--- src/rtl/sync_fifo_param.sv ---
// Parametrised single-clock FIFO with occupancy count, programmable almost-full/empty
// thresholds and sticky overflow/underflow flags.
module sync_fifo_param #(
    parameter int DATA_WIDTH = 8,
    parameter int DEPTH      = 16,
    parameter int AF_TH      = DEPTH - 2,
    parameter int AE_TH      = 2,
    localparam int AW        = $clog2(DEPTH)
) (
    input  logic                  clk,
    input  logic                  reset,
    input  logic                  read,
    input  logic                  write,
    input  logic [DATA_WIDTH-1:0] write_data,
    input  logic                  clear_err,
    output logic [DATA_WIDTH-1:0] read_data,
    output logic                  full,
    output logic                  empty,
    output logic                  almost_full,
    output logic                  almost_empty,
    output logic [AW:0]           count,
    output logic                  overflow,
    output logic                  underflow
);

    localparam logic [AW:0] DEPTH_C = (AW+1)'(DEPTH);
    localparam logic [AW:0] AF_C    = (AW+1)'(AF_TH);
    localparam logic [AW:0] AE_C    = (AW+1)'(AE_TH);

    logic [DATA_WIDTH-1:0] r_mem [DEPTH];
    logic [AW-1:0]         r_wr_ptr;
    logic [AW-1:0]         r_rd_ptr;
    logic [AW:0]           r_count;
    logic                  w_rd_ok;
    logic                  w_wr_ok;

    // A full FIFO still takes a write when a read frees a slot in the same cycle.
    assign w_rd_ok = read & ~empty;
    assign w_wr_ok = write & (~full | w_rd_ok);

    assign count        = r_count;
    assign full         = (r_count == DEPTH_C);
    assign empty        = (r_count == (AW+1)'(0));
    assign almost_full  = (r_count >= AF_C);
    assign almost_empty = (r_count <= AE_C);

    // Storage array, intentionally not reset.
    always_ff @(posedge clk) begin
        if (w_wr_ok) begin
            r_mem[r_wr_ptr] <= write_data;
        end
    end

    // Pointers, occupancy and read data register.
    always_ff @(posedge clk or posedge reset) begin
        if (reset) begin
            r_wr_ptr  <= '0;
            r_rd_ptr  <= '0;
            r_count   <= '0;
            read_data <= '0;
        end else begin
            if (w_wr_ok) begin
                r_wr_ptr <= r_wr_ptr + AW'(1);
            end
            if (w_rd_ok) begin
                r_rd_ptr  <= r_rd_ptr + AW'(1);
                read_data <= r_mem[r_rd_ptr];
            end
            case ({w_wr_ok, w_rd_ok})
                2'b10:   r_count <= r_count + (AW+1)'(1);
                2'b01:   r_count <= r_count - (AW+1)'(1);
                default: r_count <= r_count;
            endcase
        end
    end

    // Sticky error flags; a new error in the same cycle beats clear_err.
    always_ff @(posedge clk or posedge reset) begin
        if (reset) begin
            overflow  <= 1'b0;
            underflow <= 1'b0;
        end else begin
            if (write & ~w_wr_ok) begin
                overflow <= 1'b1;
            end else if (clear_err) begin
                overflow <= 1'b0;
            end
            if (read & empty) begin
                underflow <= 1'b1;
            end else if (clear_err) begin
                underflow <= 1'b0;
            end
        end
    end

endmodule

--- config.mk ---
export PLATFORM = sky130hd
export DESIGN_NAME = sync_fifo_param
export DESIGN_NICKNAME = d
export VERILOG_FILES = /design/src/rtl/sync_fifo_param.sv
export SDC_FILE = /design/constraint.sdc
export NUM_CORES = 1
export LEC_CHECK = 0
export CORE_MARGIN = 2
export CORE_UTILIZATION = 25
export DETAILED_ROUTE_END_ITERATION = 8
export GPL_ROUTABILITY_DRIVEN = 0
export SETUP_SLACK_MARGIN = 0.5
export SLEW_MARGIN = 10
export SYNTH_ARGS = -nofsm -noshare
export SYNTH_HDL_FRONTEND = slang
export SYNTH_SLANG_ARGS = --single-unit
--- constraint.sdc ---
create_clock -name clk -period 2.3 [get_ports clk]
set_input_delay 0.69 -clock clk [delete_from_list [all_inputs] [get_ports clk]]
set_output_delay 0.69 -clock clk [all_outputs]
set_load 0.01 [all_outputs]
==> out/results.ini, run 1 <==
[worst_setup_path]
crit_end = count[4]
cp_cell_sequence = nor4_4 > and2_4 > buf_6 > nor2_4 > ha_4 > nor2b_4 > o21a_1 > or2_4 > o31a_1 > o211ai_1
start_kind = flip-flop
end_kind = flip-flop
crit_required_ns = 2.62
startpoint = count[3]
r2r_start = count[3]
critical_path.slowest_cell = dfrtp_2
critPathTopFamily = simple AND/OR/NAND/NOR gates
worst-path-stages = 10
critPathBufInv = 1
reg2reg_depth = 10
rr_endpoint = count[4]
ff2ff_setup_slack_ns = -0.1
arrival_ns = 2.72
critPathMaxStageDelay_ns = 0.42
cp_max_fo = 4
crit_type = flip-flop to flip-flop

[drt]
ant_nets = 0
num_vias = 3381
vias_per_cell = 4.38
route.detailed.drc = 0
finalWirelength_um = 13900
drt-initial-drc-count = 208
first_pass_iters = 4
wl_per_cell_um = 18.0

[global_route]
grt_util_met3_pct = 3.21
grt_pass1_wl_um = 21600
antenna_found_initial = 0
use_met2_pct = 19.3
grtUsageTotal_pct = 11.3
grt_pass1_vias = 3683
globalRouteOverflowTotal = 0
grtUsageMet1_pct = 14.0
grt_max_degree = 24
busiest_layer = met2

[cells_and_area]
syn_to_final_growth_pct = 43.7
antenna_cells = 0
fill_cells = 2199
drive_above_1_share_pct = 49.8
finalNetCount = 457
stdcell_count = 772
final_area_sq_um = 8890

[sta]
finalCriticalPeriod_ns = 2.40
max_slew_margin_pct = 49.5
drv_slew = 0
worst_slew_pin_slew_ns = 0.757
setup_viol = 3
clock.fmax_ghz = 0.417
rsz0062_at_grt = yes
whs_ns = 0.506
clock-skew-final_ns = 0.0104
timing.final.hold_violations = 0
min_period_over_period_pct = 104
fin_ws_ns = -0.0956

[logic_synthesis]
ys_seq_area_share_pct = 71.4
netlist_instances = 325
syn_nets = 347
synth-seq-cells = 151
syn_area_per_cell_sq_um = 19.0
yosysWarnings = 0
synth_cell_types = 43
netlist_area_sq_um = 6190

[floorplanning]
ios = 32
dieArea_sq_um = 26000
rows = 57
initial_core_util_pct = 25.4
die_h_um = 161
die_w_um = 161
core_area_sq_um = 24300

[placed_design]
post-dp-hpwl_um = 8110
port_buffers = 31
placed_area_sq_um = 7400
dp.cells = 702

[cts]
holdBufCountCts = 0
htreeDepth = 4
clock-sinks = 151
cts_root_buf = clkbuf_16
cts_buffers = 17
cts_buffer_depth = 2
cts_tree = done
clock_latency_ns = 0.42
clk_pin_slew_worst_paths_ns = 0.06

[power]
p_leak_uw = 0.00309
powerDensity_nw_per_um2 = 1240
ir_drop_mv = 0.605

[outcome]
failed_checks = negative setup slack
status = finished with violations

[hold_path]
min_path_type = flip-flop to flip-flop
worstHoldStart = overflow

[run]
max_cap_violations = 0

[power breakdown]
| group | total (uW) | internal, uW | switching (uW) |
|---|---|---|---|
| Sequential | 3840 | 3410 | 425 |
| Combinational | 4390 | 2450 | 1950 |
| Clock | 2830 | 1720 | 1110 |
| Total | 11100 | 7580 | 3480 |
[cells by family after synthesis]
kind of cell	count (synthesis)	share of synthesized area, %
xor gates and xnor gates	9	1.27
and+or+nand+nor	46	3.96
muxes	44	14.7
DFF	151	71.4
adders and majority gates	9	1.94
buffers and inverters	27	2.31
AOI/OAI and AO/OA	39	4.43
[registers in the layout, summed over array words and instances, names as in the netlist]
signal and flops:
count 5, read_data 8, r_mem 128, r_rd_ptr 4
r_wr_ptr 4, underflow 1, overflow 1
[repair_timing]
action / 4_1_cts / 5_1_grt
buffers inserted: 24 / 10
resized for setup: 134 / 54
gates cloned: 4 / 0
hold endpoints to repair: 0 / 0
pin swaps: 29 / 16
setup endpoints to repair: 160 / 157
[worst min-delay path by stage]
stage,to,slack [ns],depth (start not counted)
6_report,overflow,0.51,1
5_1_grt,overflow,0.55,1
4_1_cts,underflow,0.51,1
3_5_place_dp,underflow,0.50,1
3_3_place_gp,overflow,0.48,1
2_1_floorplan,overflow,0.53,1
[cell usage after synthesis]
master	count	area, sq um
o22ai_1	8	50.1
dfrtp_1	23	576
mux2_2	9	101
xor2_1	1	8.76
nand4_1	2	12.5
a211oi_1	8	60.1
a21oi_1	10	50.1
nor2_2	1	6.26
a2111oi_0	1	8.76
o31a_1	1	8.76
nand2_2	1	6.26
fa_1	1	20.0
nor3_1	4	20.0
buf_1	2	7.51
a21o_1	1	7.51
ha_1	8	100
buf_2	5	25.0
nor2b_1	9	56.3
nor2_1	12	45.0
or2_2	1	6.26
xnor2_1	8	70.1
mux4_2	20	450
clkbuf_1	5	18.8
a22o_1	1	8.76
a32o_1	1	10.0
buf_4	3	22.5
mux2_4	2	30.0
buf_12	1	20.0
nand3_1	2	10.0
and2_4	1	8.76
mux4_1	12	315
o21a_1	2	15.0
o211ai_1	3	22.5
a21oi_4	1	16.3
o21bai_2	1	11.3
inv_1	10	37.5
nand2b_1	3	18.8
mux2i_1	1	10.0
nor4_4	1	21.3
nand2_1	9	33.8
o21ai_0	1	5.00
edfxtp_1	128	3840
buf_6	1	11.3
[through the flow]
| step | setup TNS, ns | util, % | total power [uW] | setup WS, ns |
|---|---|---|---|---|
| floorplan | -0.0683 | - | 5730 | -0.0683 |
| global placement | -22.15 | 30.4 | 6830 | -0.430 |
| detailed placement | -25.59 | 30.4 | 6910 | -0.446 |
| CTS | -0.00347 | 35.5 | 10700 | -0.00347 |
| global route | -0.330 | 36.6 | 11600 | -0.153 |
| finish | -0.174 | 36.6 | 11100 | -0.0956 |
[layout by cell type (no fill, tap or decap), drive strengths merged, types with 4 or more instances in the layout]
master	count
a211oi	8
a21oi	11
buf	85
clkbuf	23
clkdlybuf4s15	4
clkdlybuf4s50	10
clkinv	7
dfrtp	23
edfxtp	128
ha	8
inv	14
mux2	11
mux4	32
nand2	10
nor2	13
nor2b	9
nor3	4
o22ai	8
xnor2	8
[metal layers]
| layer | vias to the layer above | share of wire [%] |
|---|---|---|
| li1 | 1533 | - |
| met1 | 1775 | 44 |
| met2 | 63 | 52 |
| met3 | 10 | 3.7 |
| met4 | 0 | 0.88 |
| met5 | - | 0 |
[area by class of cell]
type	count	area [sq um]	share of cell area, %
Sequential cell	151	4430	49.8
Multi-Input combinational cell	147	2130	24.0
Timing Repair Buffer	108	1290	14.5
Clock buffer	18	429	4.83
Tap cell	324	405	4.56
Clock inverter	14	173	1.94
Inverter	10	40.0	0.450
No activity file was read; power rests on OpenSTA's default activity.
==> run 2, diff against run 1 <==
==> constraint.sdc (replaced) <==
create_clock -name clk -period 2.3 [get_ports clk]
set_input_delay 0.46 -clock clk [delete_from_list [all_inputs] [get_ports clk]]
set_output_delay 0.46 -clock clk [all_outputs]
set_load 0.01 [all_outputs]
==> out/results.ini, run 2 (synthesis results as in run 1) <==
[cts]
cts_tree = done  ; unchanged
clk_pin_slew_worst_paths_ns = 0.06  ; about the same
clock-sinks = 151  ; unchanged
cts_buffers = 17  ; unchanged
clock_latency_ns = 0.43  ; was 0.42 ns
cts_buffer_depth = 2  ; unchanged
cts_root_buf = clkbuf_16  ; unchanged
holdBufCountCts = 0  ; unchanged
htreeDepth = 4  ; unchanged

[placed_design]
port_buffers = 31  ; unchanged
post-dp-hpwl_um = 8690  ; was 8110 um

[worst_setup_path]
crit_required_ns = 2.64  ; was 2.62 ns
arrival_ns = 2.68  ; was 2.72 ns
crit_type = flip-flop to flip-flop  ; unchanged
cp_max_fo = 5  ; was 4
end_kind = flip-flop  ; unchanged
start_kind = flip-flop  ; unchanged

[global_route]
globalRouteOverflowTotal = 0  ; unchanged
grtUsageTotal_pct = 11.7  ; was 11.3%
grt_pass1_vias = 3633  ; was 3683
grt_util_met3_pct = 3.06  ; was 3.21%
use_met2_pct = 18.9  ; was 19.3%
antenna_found_initial = 0  ; unchanged
busiest_layer = met2  ; unchanged
grt_pass1_wl_um = 22200  ; was 21600 um
grtUsageMet1_pct = 15.5  ; was 14.0%
grt_max_degree = 24  ; unchanged

[floorplanning]
die_w_um = 161  ; unchanged
ios = 32  ; unchanged
core_area_sq_um = 24300  ; unchanged
initial_core_util_pct = 25.4  ; unchanged
die_h_um = 161  ; unchanged
dieArea_sq_um = 26000  ; unchanged
rows = 57  ; unchanged

[cells_and_area]
final_cell_mix = edfxtp_1, buf_6, buf_4  ; unchanged
antenna_cells = 0  ; unchanged
multi_input_area_sq_um = 2130  ; about the same
largest_register_ffs = 128  ; unchanged
layout_commonest_cell = edfxtp_1  ; unchanged
finalNetCount = 460  ; was 457
regArea_sq_um = 4420  ; was 4430 sq um
drive_above_1_share_pct = 47.7  ; was 49.8%
syn_to_final_growth_pct = 43.6  ; was 43.7%
regMostFlops = r_mem  ; unchanged
fill_cells = 2190  ; was 2199

[sta]
rsz0062_at_grt = yes  ; unchanged
clock.fmax_ghz = 0.426  ; was 0.417 GHz
worst_slew_pin_slew_ns = 0.752  ; was 0.757 ns
fin_ws_ns = -0.0464  ; was -0.0956 ns
clock-skew-final_ns = 0.0118  ; was 0.0104 ns
min_period_over_period_pct = 102  ; was 104%
max_slew_margin_pct = 49.8  ; was 49.5%
finalCriticalPeriod_ns = 2.35  ; was 2.40 ns
whs_ns = 0.393  ; was 0.506 ns
setup_viol = 1  ; was 3
timing.final.hold_violations = 0  ; unchanged
drv_slew = 0  ; unchanged

[power]
clkPwrFrac_pct = 25.5  ; was 25.6%
p_leak_uw = 0.00310  ; was 0.00309 uW
internal_power_uw = 7430  ; was 7580 uW
switching_share_pct = 32.9  ; was 31.5%
ir_drop_mv = 0.664  ; was 0.605 mV
total_power_uw = 11100  ; about the same
pwr-share-comb_pct = 40.4  ; was 39.7%
powerDensity_nw_per_um2 = 1250  ; was 1240 nW/um^2
seqPwrFrac_pct = 34.2  ; was 34.7%
power.switching_uw = 3650  ; was 3480 uW

[outcome]
status = finished with violations  ; unchanged
failed_checks = negative setup slack  ; unchanged

[hold_path]
min_path_type = input pin to asynchronous set/reset pin  ; was flip-flop to flip-flop

[drt]
num_vias = 3401  ; was 3381
wl_per_cell_um = 18.7  ; was 18.0 um
ant_nets = 0  ; unchanged
vias_per_cell = 4.39  ; was 4.38
route.detailed.drc = 0  ; unchanged
drt-initial-drc-count = 335  ; was 208
first_pass_iters = 4  ; unchanged
finalWirelength_um = 14500  ; was 13900 um

[run]
max_cap_violations = 0  ; unchanged

## run 2: changes by cell type in the layout (fill, tap and decap cells not counted), sizes merged
cell / delta
inv: +6
clkbuf: -6
clkinv: -5
clkdlybuf4s50: +3
clkinvlp: +1
clkdlybuf4s15: -3
dlygate4sd2: +10
bufinv: -1
buf: -2
## run 2: worst paths after layout
| check | start | slack, ns | to | cells past startpoint |
|---|---|---|---|---|
| max | count[1] | -0.05 | count[4] | 10 |
| min | reset | 0.39 | r_wr_ptr[1] | 3 |
| max reg2reg | count[1] | -0.05 | count[4] | 10 |
| min reg2reg | overflow | 0.51 | overflow | 1 |
| max in group asynchronous | reset | 1.65 | count[3] | 3 |
| min in group clk | overflow | 0.51 | overflow | 1 |
## run 2: metrics by stage
stage,utilization [%],instances,instance area (sq um),setup WS [ns],setup TNS (ns)
3_5_place_dp,30.1,704,7320,-0.270,-0.591
6_report,36.5,775,8880,-0.0464,-0.0464
5_1_grt,36.5,775,8880,-0.169,-0.210
2_1_floorplan,-,325,6260,-0.0758,-0.0758
4_1_cts,36.0,768,8760,-0.0409,-0.0409
3_3_place_gp,30.1,704,7320,-0.241,-0.483
## run 2: timing repair
item | CTS | global route
resized for setup | 151 | 16
gates cloned | 3 | 0
endpoints found under the hold margin | 0 | 0
endpoints found under the setup margin | 157 | 152
buffers inserted | 29 | 7
pin swaps | 34 | 16
## run 2: per-layer routing
layer  wire (um)  vias to the layer above
met5           0                        -
met2        7290                      104
met4         160                        0
met3         815                       11
li1            -                     1532
met1        6250                     1754
## run 2: cell type report
class	instances	area share, %
repair buffers	111	14.4
clock inverters	15	2.04
flip-flops and latches	151	49.8
inverters	10	0.451
multi-input cells	147	24.0
well taps	324	4.56
clock buffers	17	4.79
## run 2: power groups by stage
stage	Combinational, uW	Sequential (uW)	Clock, uW
final	4470	3790	2820
after detailed placement	3190	3760	0
after CTS	4330	3770	2880
after floorplan	2000	3690	0
after global placement	3140	3730	0
after global routing	4750	3830	3000
## run 2: worst max-delay path: stages, from the launching register on
cell and delay [ns]:
dfrtp_2 0.42, nor4_4 0.31, and2_4 0.22, buf_12 0.10, nor2_4 0.04, ha_4 0.24
nor2b_1 0.12, o21a_1 0.17, or2_4 0.24, o31a_1 0.23, o211ai_1 0.16
==> edit: new RTL, flow settings as in run 2 <==
Change the parameter `DEPTH` from 16 to 8.
--- a/src/rtl/sync_fifo_param.sv
+++ b/src/rtl/sync_fifo_param.sv
@@ -3,5 +3,5 @@
 module sync_fifo_param #(
     parameter int DATA_WIDTH = 8,
-    parameter int DEPTH      = 16,
+    parameter int DEPTH      = 8,
     parameter int AF_TH      = DEPTH - 2,
     parameter int AE_TH      = 2,
Interface: changed (resized count); port bits go from 32 to 31. No check against the original RTL was run, so the function may have changed too.
==> edit against run 2 <==
  * The flow still finishes with violations (setup timing)
  * Clock power shrank 53%
  * Combinational power shrank 42%
  * Wire length shrank 50%
  * Power shrank 45%
  * Sequential cell count shrank 67
  * Sequential share of layout area shrank 1.4 points
  * Design area shrank 44%
  * Synthesized area shrank 42%
  * Setup slack gained 0.011 ns
  * Final cell count shrank 37%
  * Largest power group unchanged
==> edit: results (changes against run 2) <==
CTS
  – Clock root buffer: clkbuf_16 (unchanged)
  – TritonCTS Buffers: 9 (was 17)
  – Skew-Pair Late Insertion Delay: 0.33 ns (was 0.43 ns)
  – Longest Clk Path Bufs: 2 (unchanged)
  – # H-tree levels: 3 (was 4)

Timing
  – Hold_ws: 0.4937 ns (was 0.3934 ns)
  – Worst Skew: 0.009437 ns (was 0.01181 ns)
  – Relative slew slack: 49.16% (was 49.85%)
  – TNS Setup: -0.03540 ns (was -0.04636 ns)
  – Fin worst setup slack: -0.03540 ns (was -0.04636 ns)
  – Finish-stage setup viols: 1 (unchanged)

Critical path
  – R2r endpoint: count[3] (was count[4])
  – Critical path peak fanout: 2 (was 5)
  – Worst reg-to-reg path cell count: 9 (was 10)
  – Worst Path Arrival: 2.55 ns (was 2.68 ns)
  – Reg-to-Reg Start: count[0] (was count[1])

Drt
  – Initial DRC Count: 117 (was 335)
  – Routed WL: 7.236 mm (was 14.52 mm)
  – Detailed-router iteration count before antenna repair: 4 (unchanged)
  – DR WL/cell: 14.80 um (was 18.73 um)
  – Via-to-Cell Ratio: 4.327 (was 4.388)

Run status
  – Violated checks: setup timing (unchanged)
  – Status: finished, violations left (unchanged)

Global routing
  – Largest net degree at the start of global routing: 28 (was 24)
  – Initial antenna violation count: 0 (unchanged)
  – Tot GR Track Use: 9.946% (was 11.74%)
  – Number of global-route vias before repair: 2193 (was 3633)
  – First-pass GRT wire length: 11.30 mm (was 22.20 mm)

Logic synthesis
  – Mux cell area share after synthesis: 10.89% (was 14.66%)
  – Adder-Cell Fraction of Synth Area: 1.967% (was 1.941%)
  – Asr flop ratio synth: 23.81% (was 15.23%)
  – Synth top cells by count: edfxtp_1, dfrtp_1, nand2_1, mux2_2, mux2i_1 (was edfxtp_1, dfrtp_1, mux4_2, mux4_1, nor2_1)
  – Number of flops mapped to enable cells by yosys: 64 (was 128)
  – Synthesis Warnings: 0 (unchanged)
  – Post-Syn Instances: 231 (was 325)
  – Synth cell types: 40 (was 43)
  – Seq/Total Area, Yosys: 68.00% (was 71.43%)
  – Top post-synthesis cells by area: edfxtp_1, dfrtp_1, mux2_2, mux2i_1, a221o_1 (was edfxtp_1, dfrtp_1, mux4_2, mux4_1, mux2_2)
  – Most frequent cell after synthesis: edfxtp_1 (unchanged)
  – Compound-gate portion of the synthesized area: 8.008% (was 4.429%)
  – Syn nets: 249 (was 347)
  – Xor/xnor share of the synthesized area: 1.475% (was 1.274%)

Hold path
  – Hold path depth: 2
  – Hold WC Path Type: flop to flop (was primary input to async pin)
  – Min-Delay Endpoint: read_data[3]

Placement
  – Buffers on Ports: 30 (was 31)
  – DP Cell Count: 450 (was 704)
  – Placed Area: 0.004178 mm^2 (was 0.007316 mm^2)
  – Hpwl dp: 4.587 mm (was 8.691 mm)

Power and ir drop
  – LEAKAGE: 1.890 nW (was 3.096 nW)
  – VDD IR max: 0.3758 mV (was 0.6642 mV)

Final layout
  – Max reg flops: 64 (was 128)
  – Layout cell share with drive strength beyond 1: 42.07% (was 47.67%)
  – Nets: 322 (was 460)
  – Antenna Cells: 0 (unchanged)

Die
  – Row count: 43 (was 57)
-- edit: worst max-delay path by stage --
stage	to	cells after the start	slack [ns]	start
after global placement	count[3]	9	-0.24	read
after detailed placement	count[3]	9	-0.27	read
after CTS	count[3]	9	-0.02	count[0]
after floorplan	count[3]	10	-0.25	count[1]
final	count[3]	9	-0.04	count[0]
after global routing	count[3]	9	-0.1	count[0]
-- edit: final cells by class --
| type | instances | area [um^2] |
|---|---|---|
| repair buffers | 73 | 765.7 |
| clock buffers | 11 | 242.7 |
| multi-input cells | 128 | 1287 |
| inverters | 8 | 32.53 |
| fillers | 1307 | 8866 |
| flip-flops and latches | 84 | 2425 |
| well taps | 180 | 225.2 |
| clock inverters | 5 | 36.28 |
-- edit: worst max-delay path, stage by stage (launching register included) --
cell	delay [ns]
dfrtp_2	0.40
or3_4	0.41
o21ai_2	0.15
or2_4	0.16
inv_4	0.04
ha_4	0.19
a21o_1	0.17
a21oi_4	0.14
mux2_4	0.31
a211o_1	0.25
-- edit: what timing repair did --
action | CTS | global route
buffers inserted | 12 | 10
endpoints found under the setup margin | 75 | 83
gates resized for setup | 71 | 42
pin swaps | 21 | 10
cloned | 0 | 1
-- edit: stage by stage --
step	worst slack (ns)	total power, mW	util, %
2_1_floorplan	-0.2487	3.495	-
3_3_place_gp	-0.2409	4.110	30.10
3_5_place_dp	-0.2743	4.172	30.10
4_1_cts	-0.02012	5.833	34.12
5_1_grt	-0.09800	6.443	36.13
6_report	-0.03540	6.096	36.13
-- edit: kinds of logic (layout without fill, tap and decap cells) --
| logic type | after synthesis | in the layout |
|---|---|---|
| AOI/OAI and AO/OA | 37 | 37 |
| DFF | 84 | 84 |
| xor gates and xnor gates | 6 | 6 |
| adders and majority gates | 5 | 5 |
| buffers and inverters | 19 | 97 |
| muxes | 36 | 36 |
| and+or+nand+nor | 44 | 44 |
-- edit: report_power, final --
| part | switching [mW] | total (mW) | internal (mW) |
|---|---|---|---|
| clock | 0.567 | 1.33 | 0.763 |
| combinational | 1.20 | 2.58 | 1.38 |
| sequential | 0.229 | 2.19 | 1.96 |
| total | 2.00 | 6.10 | 4.10 |
-- edit: per-layer routing --
metal	vias up	wire, um	GRT usage (%)
li1	1013	-	-
met5	-	0	0
met4	0	84	4.048
met1	1060	3251	12.73
met3	9	303	2.952
met2	34	3596	15.73
